$ cat src/rtl/core_sequencer.sv
// Instruction sequencer FSM: IDLE/FETCH/DECODE/EXEC/MEM/WB/TRAP with timed memory handshakes.
// Latency: ALU op 4+ cycles (FETCH..WB); load 5+, store 4+, branch 3+ (plus memory wait cycles).
// Backpressure: req held until ack; no ack within TIMEOUT wait cycles traps the sequencer.
//
// Ports:
//   clock, reset_n          - rising-edge clock, asynchronous active-low reset
//   run                     - sequencing enable, only looked at on instruction boundaries
//   opcode[6:0]             - instr[6:0] from the instruction register, valid from DECODE onward
//   imem_req / imem_ack     - instruction fetch handshake (req is a Moore output)
//   dmem_req / dmem_we / dmem_ack - data memory handshake (req/we are Moore outputs)
//   ir_en, alu_en, rf_we, pc_en   - datapath strobes
//   trap / trap_clr         - sticky error flag and its clear request
//   state[2:0], instret[31:0] - current FSM state, retired instruction count
module core_sequencer #(
  parameter int TIMEOUT = 15
) (
  input  logic        clock,
  input  logic        reset_n,
  input  logic        run,
  input  logic [6:0]  opcode,
  output logic        imem_req,
  input  logic        imem_ack,
  output logic        dmem_req,
  output logic        dmem_we,
  input  logic        dmem_ack,
  output logic        ir_en,
  output logic        alu_en,
  output logic        rf_we,
  output logic        pc_en,
  output logic        trap,
  input  logic        trap_clr,
  output logic [2:0]  state,
  output logic [31:0] instret
);

  typedef enum logic [2:0] {
    S_IDLE   = 3'd0,
    S_FETCH  = 3'd1,
    S_DECODE = 3'd2,
    S_EXEC   = 3'd3,
    S_MEM    = 3'd4,
    S_WB     = 3'd5,
    S_TRAP   = 3'd6,
    S_BAD    = 3'd7
  } state_t;

  localparam logic [6:0] OP_ALU    = 7'b0110011;
  localparam logic [6:0] OP_ALUI   = 7'b0010011;
  localparam logic [6:0] OP_LOAD   = 7'b0000011;
  localparam logic [6:0] OP_JALR   = 7'b1100111;
  localparam logic [6:0] OP_STORE  = 7'b0100011;
  localparam logic [6:0] OP_BRANCH = 7'b1100011;
  localparam logic [6:0] OP_JAL    = 7'b1101111;
  localparam logic [6:0] OP_LUI    = 7'b0110111;
  localparam logic [6:0] OP_AUIPC  = 7'b0010111;

  localparam logic [3:0] TMO = TIMEOUT[3:0];

  state_t     cur, nxt;
  logic [3:0] wcnt;
  logic [3:0] wcnt_inc;
  logic       wait_hit;
  logic       legal;
  logic       is_load;
  logic       is_store;
  logic       is_branch;
  state_t     boundary;

  always_comb begin
    legal = 1'b0;
    case (opcode)
      OP_ALU, OP_ALUI, OP_LOAD, OP_JALR, OP_STORE,
      OP_BRANCH, OP_JAL, OP_LUI, OP_AUIPC: legal = 1'b1;
      default:                             legal = 1'b0;
    endcase
  end

  assign is_load   = (opcode == OP_LOAD);
  assign is_store  = (opcode == OP_STORE);
  assign is_branch = (opcode == OP_BRANCH);

  // The cycle that would take the wait count to TIMEOUT is the last one
  // allowed; an ack arriving in that same cycle still completes normally.
  assign wcnt_inc = wcnt + 4'd1;
  assign wait_hit = (wcnt_inc == TMO);

  // End of an instruction: run decides whether to fetch again or park.
  assign boundary = run ? S_FETCH : S_IDLE;

  always_ff @(posedge clock or negedge reset_n) begin
    if (!reset_n) begin
      cur <= S_IDLE;
    end else begin
      cur <= nxt;
    end
  end

  always_comb begin
    nxt    = cur;
    ir_en  = 1'b0;
    alu_en = 1'b0;
    rf_we  = 1'b0;
    pc_en  = 1'b0;
    case (cur)
      S_IDLE: begin
        if (run) nxt = S_FETCH;
      end
      S_FETCH: begin
        if (imem_ack) begin
          ir_en = 1'b1;
          nxt   = S_DECODE;
        end else if (wait_hit) begin
          nxt = S_TRAP;
        end
      end
      S_DECODE: begin
        nxt = legal ? S_EXEC : S_TRAP;
      end
      S_EXEC: begin
        alu_en = 1'b1;
        if (is_load || is_store) begin
          nxt = S_MEM;
        end else if (is_branch) begin
          pc_en = 1'b1;
          nxt   = boundary;
        end else begin
          nxt = S_WB;
        end
      end
      S_MEM: begin
        if (dmem_ack) begin
          if (is_store) begin
            pc_en = 1'b1;
            nxt   = boundary;
          end else begin
            nxt = S_WB;
          end
        end else if (wait_hit) begin
          nxt = S_TRAP;
        end
      end
      S_WB: begin
        rf_we = 1'b1;
        pc_en = 1'b1;
        nxt   = boundary;
      end
      S_TRAP: begin
        if (trap_clr) nxt = S_IDLE;
      end
      default: nxt = S_TRAP;
    endcase
  end

  // Wait counter restarts on every state change, so entering FETCH or MEM
  // (including FETCH straight from a boundary) always begins at zero.
  always_ff @(posedge clock or negedge reset_n) begin
    if (!reset_n) begin
      wcnt <= 4'd0;
    end else if (nxt != cur) begin
      wcnt <= 4'd0;
    end else if ((cur == S_FETCH && !imem_ack) || (cur == S_MEM && !dmem_ack)) begin
      wcnt <= wcnt_inc;
    end
  end

  always_ff @(posedge clock or negedge reset_n) begin
    if (!reset_n) begin
      instret <= 32'd0;
    end else if (pc_en) begin
      instret <= instret + 32'd1;
    end
  end

  // Moore outputs: decoded from the state register only, so reset drops
  // them immediately without waiting for a clock edge.
  assign imem_req = (cur == S_FETCH);
  assign dmem_req = (cur == S_MEM);
  assign dmem_we  = (cur == S_MEM) && is_store;
  assign trap     = (cur == S_TRAP);
  assign state    = cur;

endmodule

$ cat config.mk
export PLATFORM = sky130hd
export DESIGN_NAME = core_sequencer
export DESIGN_NICKNAME = d
export VERILOG_FILES = /design/src/rtl/core_sequencer.sv
export SDC_FILE = /design/constraint.sdc
export NUM_CORES = 1
export LEC_CHECK = 0
export ABC_CLOCK_PERIOD_IN_PS = 2900
export BUFFER_PORTS_ARGS = -buffer_cell sky130_fd_sc_hd__buf_2
export CAP_MARGIN = 20
export CORE_UTILIZATION = 35
export CTS_CLUSTER_SIZE = 25
export DETAILED_ROUTE_END_ITERATION = 10
export GPL_TIMING_DRIVEN = 0
export PLACE_DENSITY_LB_ADDON = 0.3
export SYNTH_ARGS = -nofsm -noshare
export SYNTH_HDL_FRONTEND = slang
export SYNTH_SLANG_ARGS = --single-unit
$ cat constraint.sdc
create_clock -name clock -period 2.9 [get_ports clock]
set_input_delay 0.58 -clock clock [delete_from_list [all_inputs] [get_ports clock]]
set_output_delay 0.58 -clock clock [all_outputs]
set_load 0.02 [all_outputs]
==> flow_summary.yaml, run 1 <==
clocking:
  cts_hold_buf: 0
  numCtsBuffers: 5
  cts.htree.levels: 2
  clk_latency_ns: 0.29
  post_cts_resized: 0
  cts_tree: "yes"
  clkTransAtPathRegs_ns: 0.08
  cts_root_buffer: "clkbuf_8"
  cts_setup_buffers: 0
  cts.sinks: 39
  cts_buffer_depth: 2
die:
  die-area_sq_um: 6510
  die_width_um: 80.7
  die_y_um: 80.7
  start_util_pct: 36.4
  core_area_sq_um: 5960
  io_pins: 56
  num_rows: 28
drt:
  vias: 1789
  first_pass_iters: 4
  vias_per_cell: 5.11
  ant_nets: 0
  dr.first_iter.drc_count: 59
  wl_per_cell_um: 13.5
  wl_um: 4710
  drc: 0
power_and_ir_drop:
  irDropWorstVdd_uv: 474
  power_mw: 1.69
  powerDensity_nw_per_um2: 647
  cellLeakagePower_nw: 1.27
timing:
  report.final.setup_viol: 0
  worstMarginPinSlew_ns: 0.882
  fmax_mhz: 401
  slew_violations: 0
  min_period_ns: 2.50
  hold_viol: 0
  slew_headroom_pct: 41.2
  rsz0062_at_grt: "no"
  fin_setup_tns_ns: 0
  final.period_utilization_pct: 86.1
  finClkSkew_ns: 0.00538
synth:
  synthDistinctLibCells: 44
  synth_top_flop_cell: "dfrtp_1"
  synth.avg_cell_area_sq_um: 10.2
  ys_ff_latch: 39
  async_reset_ff_share_pct: 100
  syn_nets: 229
  yosysWarnings: 0
  synth_edf_count: 0
  synth.yosys.seq_area_share_pct: 45.0
  syn_inst: 213
  syn-cell-area_sq_um: 2170
global_routing:
  antenna_found_initial: 0
  met1_usage_pct: 22.0
  grt_use_total_pct: 16.1
  grt.overflow.total: 0
  grt_pass1_vias: 1706
  grt_pass1_wl_um: 8090
  busiest_layer: "met2"
  gr-usage-met3_pct: 4.20
  grt_use_met2_pct: 24.7
  grt_start_max_net_pins: 40
critical_path:
  endpoint: "pc_en"
  end_kind: "output port"
  crit_fanout: 10
  cp.required_ns: 2.32
  r2r_cells: 9
  timing.rr.end: "instret[27]$_DFFE_PN0P_"
  r2r_setup_slack_ns: 0.72
  startpoint: "opcode[2]"
  crit_arrival_ns: 1.92
  startpoint_type: "input port"
  reg2reg_from: "state[1]$_DFF_PN0_"
  critical_path_class: "input port to output port"
final_layout:
  final_common_cell: "buf_2"
  drive_gt1_share_pct: 27.6
  area_growth_pct: 20.7
  fin_util_pct: 43.9
  fin_nets: 290
  layout_common_cells: "57 x buf_2, 39 x dfrtp_1, 29 x xnor2_1"
  n_antenna_cell: 0
placed_design:
  gp_congestion: 0.784
  dp_hpwl_um: 3390
  numPortBuffers: 54
worst_hold_path:
  hold_path_class: "input port to async pin"
run_status:
  status: "completed"
flow_run:
  maxCapViolCount: 0
-- final cells by class --
type                       count  area (sq um)
buffer                        10          60.1
clock buffer                   5          68.8
clock inverter                 3          15.0
fill                         613          3340
inverter                       6          22.5
multi-input combinational    158          1110
sequential                    39           976
tap                           75          93.8
timing repair buffer          54           270
-- registers in the layout, indices dropped and copies added, names as in the netlist --
register / cells
instret: 32
state: 3
wcnt: 4
-- logic make-up (layout without fill, tap and decap cells) --
kind of cell	Yosys count	in the layout	share of synthesized area [%]
fa+ha+maj	3	3	1.73
buf+inv	16	78	3.81
xor+xnor	34	34	13.7
flops	39	39	45.0
compound gates	23	23	9.06
mux	2	2	0.982
simple gates	96	96	25.6
-- Yosys cell counts, drive strengths merged (2+ instances only) --
master | n | area [sq um]
nand4 | 9 | 56.3
buf | 7 | 48.8
nand2 | 19 | 71.3
o31ai | 3 | 22.5
inv | 6 | 22.5
o21ai | 5 | 28.8
clkbuf | 3 | 11.3
or3 | 3 | 18.8
a31oi | 2 | 12.5
and4bb | 2 | 25.0
a21boi | 2 | 15.0
xnor2 | 29 | 254
nor3b | 4 | 30.0
a211o | 2 | 17.5
ha | 3 | 37.5
nand4b | 2 | 17.5
dfrtp | 39 | 976
a2111oi | 2 | 42.5
and3 | 10 | 62.6
or4 | 2 | 15.0
xor2 | 5 | 43.8
and2 | 2 | 12.5
nor3 | 4 | 20.0
and3b | 3 | 26.3
and4 | 4 | 35.0
nand2b | 2 | 12.5
nor2 | 8 | 30.0
a21oi | 2 | 10.0
nand3 | 18 | 90.1
-- worst min path at each step --
stage	start	to	slack (ns)
after global placement	instret[31]$_DFFE_PN0P_	instret[31]$_DFFE_PN0P_	0.47
final	reset_n	instret[24]$_DFFE_PN0P_	0.41
after detailed placement	instret[31]$_DFFE_PN0P_	instret[31]$_DFFE_PN0P_	0.47
after floorplan	reset_n	instret[0]$_DFFE_PN0P_	0.28
after CTS	reset_n	instret[24]$_DFFE_PN0P_	0.44
after global routing	reset_n	instret[17]$_DFFE_PN0P_	0.47
-- layer usage --
layer | vias to the layer above | routed length (um)
met5 | - | 0
met1 | 862 | 2300
met4 | 0 | 55
met2 | 38 | 2160
li1 | 882 | -
met3 | 7 | 195
-- metrics by stage --
stage | setup slack (ns) | hold WS [ns] | instances | area [sq um]
2_1_floorplan | 0.461 | 0.284 | 213 | 2170
3_3_place_gp | 0.369 | 0.468 | 342 | 2530
3_5_place_dp | 0.364 | 0.472 | 342 | 2530
4_1_cts | 0.398 | 0.437 | 350 | 2620
5_1_grt | 0.297 | 0.467 | 350 | 2620
6_report | 0.403 | 0.408 | 350 | 2620
-- critical path: stages --
cell      delay, ns
buf_2          0.12
and4bb_2       0.34
a21oi_1        0.09
o31ai_1        0.36
buf_4          0.25
buf_2          0.18
-- power by group --
| part | internal (mW) | switching (mW) | total (mW) |
|---|---|---|---|
| Clock | 0.165 | 0.189 | 0.354 |
| Combinational | 0.247 | 0.424 | 0.671 |
| Sequential | 0.605 | 0.0635 | 0.668 |
| Total | 1.02 | 0.676 | 1.69 |
No activity file was read; power rests on OpenSTA's default activity.
==> inputs of run 2 (changes only) <==
- CORE_ASPECT_RATIO: unset -> 1.75
==> flow_summary.yaml, run 2 (synthesized netlist as in run 1, its figures left out) <==
run_status:
  status: "completed"
global_routing:
  grt_use_met2_pct: 27.7
  gr-usage-met3_pct: 2.19
  busiest_layer: "met2"
  grt_pass1_wl_um: 7610
  grt_use_total_pct: 15.5
  grt_pass1_vias: 1685
  grt.overflow.total: 0
  met1_usage_pct: 17.2
  antenna_found_initial: 0
  grt_start_max_net_pins: 40
clocking:
  cts.htree.levels: 2
  cts.sinks: 39
  cts_buffer_depth: 2
  post_cts_resized: 0
  cts_hold_buf: 0
  cts_setup_buffers: 0
  clkTransAtPathRegs_ns: 0.08
  cts_root_buffer: "clkbuf_8"
  numCtsBuffers: 5
  cts_tree: "yes"
  clk_latency_ns: 0.29
drt:
  dr.first_iter.drc_count: 102
  wl_per_cell_um: 13.5
  wl_um: 4770
  vias: 1792
  drc: 0
  first_pass_iters: 6
  ant_nets: 0
  vias_per_cell: 5.08
final_layout:
  area_growth_pct: 23.3
  layout_common_cells: "57 x buf_2, 39 x dfrtp_1, 29 x xnor2_1"
  largest_reg_flops: 32
  drive_gt1_share_pct: 27.6
  n_antenna_cell: 0
  fin_nets: 290
  final_common_cell: "buf_2"
  post-route-cell-area_sq_um: 2670
  regMostFlops: "instret"
  fin_util_pct: 45.1
  final_cells: 353
critical_path:
  cp.required_ns: 2.32
  crit_fanout: 10
  critical_path_class: "flip-flop to output port"
  reg2reg_from: "instret[10]$_DFFE_PN0P_"
  r2r_setup_slack_ns: 0.73
  r2r_cells: 7
  end_kind: "output port"
  startpoint: "state[2]$_DFF_PN0_"
  crit_arrival_ns: 1.85
  timing.rr.end: "instret[31]$_DFFE_PN0P_"
  startpoint_type: "flip-flop"
die:
  start_util_pct: 36.6
  die-area_sq_um: 6520
  num_rows: 37
  core_area_sq_um: 5930
  die_width_um: 61.5
  die_y_um: 106
  io_pins: 56
timing:
  fmax_mhz: 411
  min_period_ns: 2.43
  hold_viol: 0
  holdWs_ns: 0.398
  worstMarginPinSlew_ns: 0.872
  finClkSkew_ns: 0.00727
  final.period_utilization_pct: 83.8
  report.final.setup_viol: 0
  slew_headroom_pct: 41.9
  fin_setup_tns_ns: 0
  slew_violations: 0
  rsz0062_at_grt: "no"
placed_design:
  placed_area_sq_um: 2530
  numPortBuffers: 54
  dp_hpwl_um: 3600
  dp_cells: 345
  gp_congestion: 0.782
power_and_ir_drop:
  cellLeakagePower_nw: 1.28
  powerDensity_nw_per_um2: 708
  irDropWorstVdd_uv: 318
worst_hold_path:
  hold_path_class: "input port to async pin"
flow_run:
  maxCapViolCount: 0
[run 2: cell type report]
cell class              instances  area (sq um)
plain buffers                  10          60.1
clock buffers                   5          68.8
clock inverters                 3          67.6
fillers                       622          3250
inverters                       6          22.5
multi-input cells             158          1110
flip-flops and latches         39           976
well taps                      78          97.6
repair buffers                 54           270
[run 2: per-layer routing]
layer,share of wire [%],vias up
met1,41,844
li1,-,889
met4,1.3,0
met2,55,55
met5,0,-
met3,3.0,4
[run 2: how the worst max path moves through the flow]
| stage | endpoint | slack [ns] | depth (start not counted) |
|---|---|---|---|
| finish | dmem_we | 0.47 | 5 |
| global route | dmem_we | 0.35 | 5 |
| CTS | dmem_we | 0.44 | 5 |
| detailed placement | wcnt[2]$_DFFE_PN0P_ | 0.40 | 6 |
| global placement | wcnt[0]$_DFFE_PN0P_ | 0.40 | 6 |
| floorplan | dmem_we | 0.46 | 4 |
[run 2: worst max-delay path, stage by stage (launching register included)]
cell	delay (ns)
dfrtp_1	0.37
buf_4	0.17
inv_1	0.13
or3_1	0.44
nor4_1	0.26
buf_2	0.20
[run 2: where the power goes]
part | total [mW] | switching [mW] | leakage (nW) | internal (mW)
Clock | 0.534 | 0.191 | 0.0644 | 0.343
Combinational | 0.685 | 0.437 | 0.684 | 0.248
Sequential | 0.671 | 0.0668 | 0.534 | 0.605
Total | 1.89 | 0.695 | 1.28 | 1.20
[run 2: through the flow]
stage	total power, mW	setup slack (ns)
floorplan	1.15	0.461
global placement	1.36	0.396
detailed placement	1.37	0.405
CTS	1.91	0.443
global route	2.00	0.348
finish	1.89	0.469
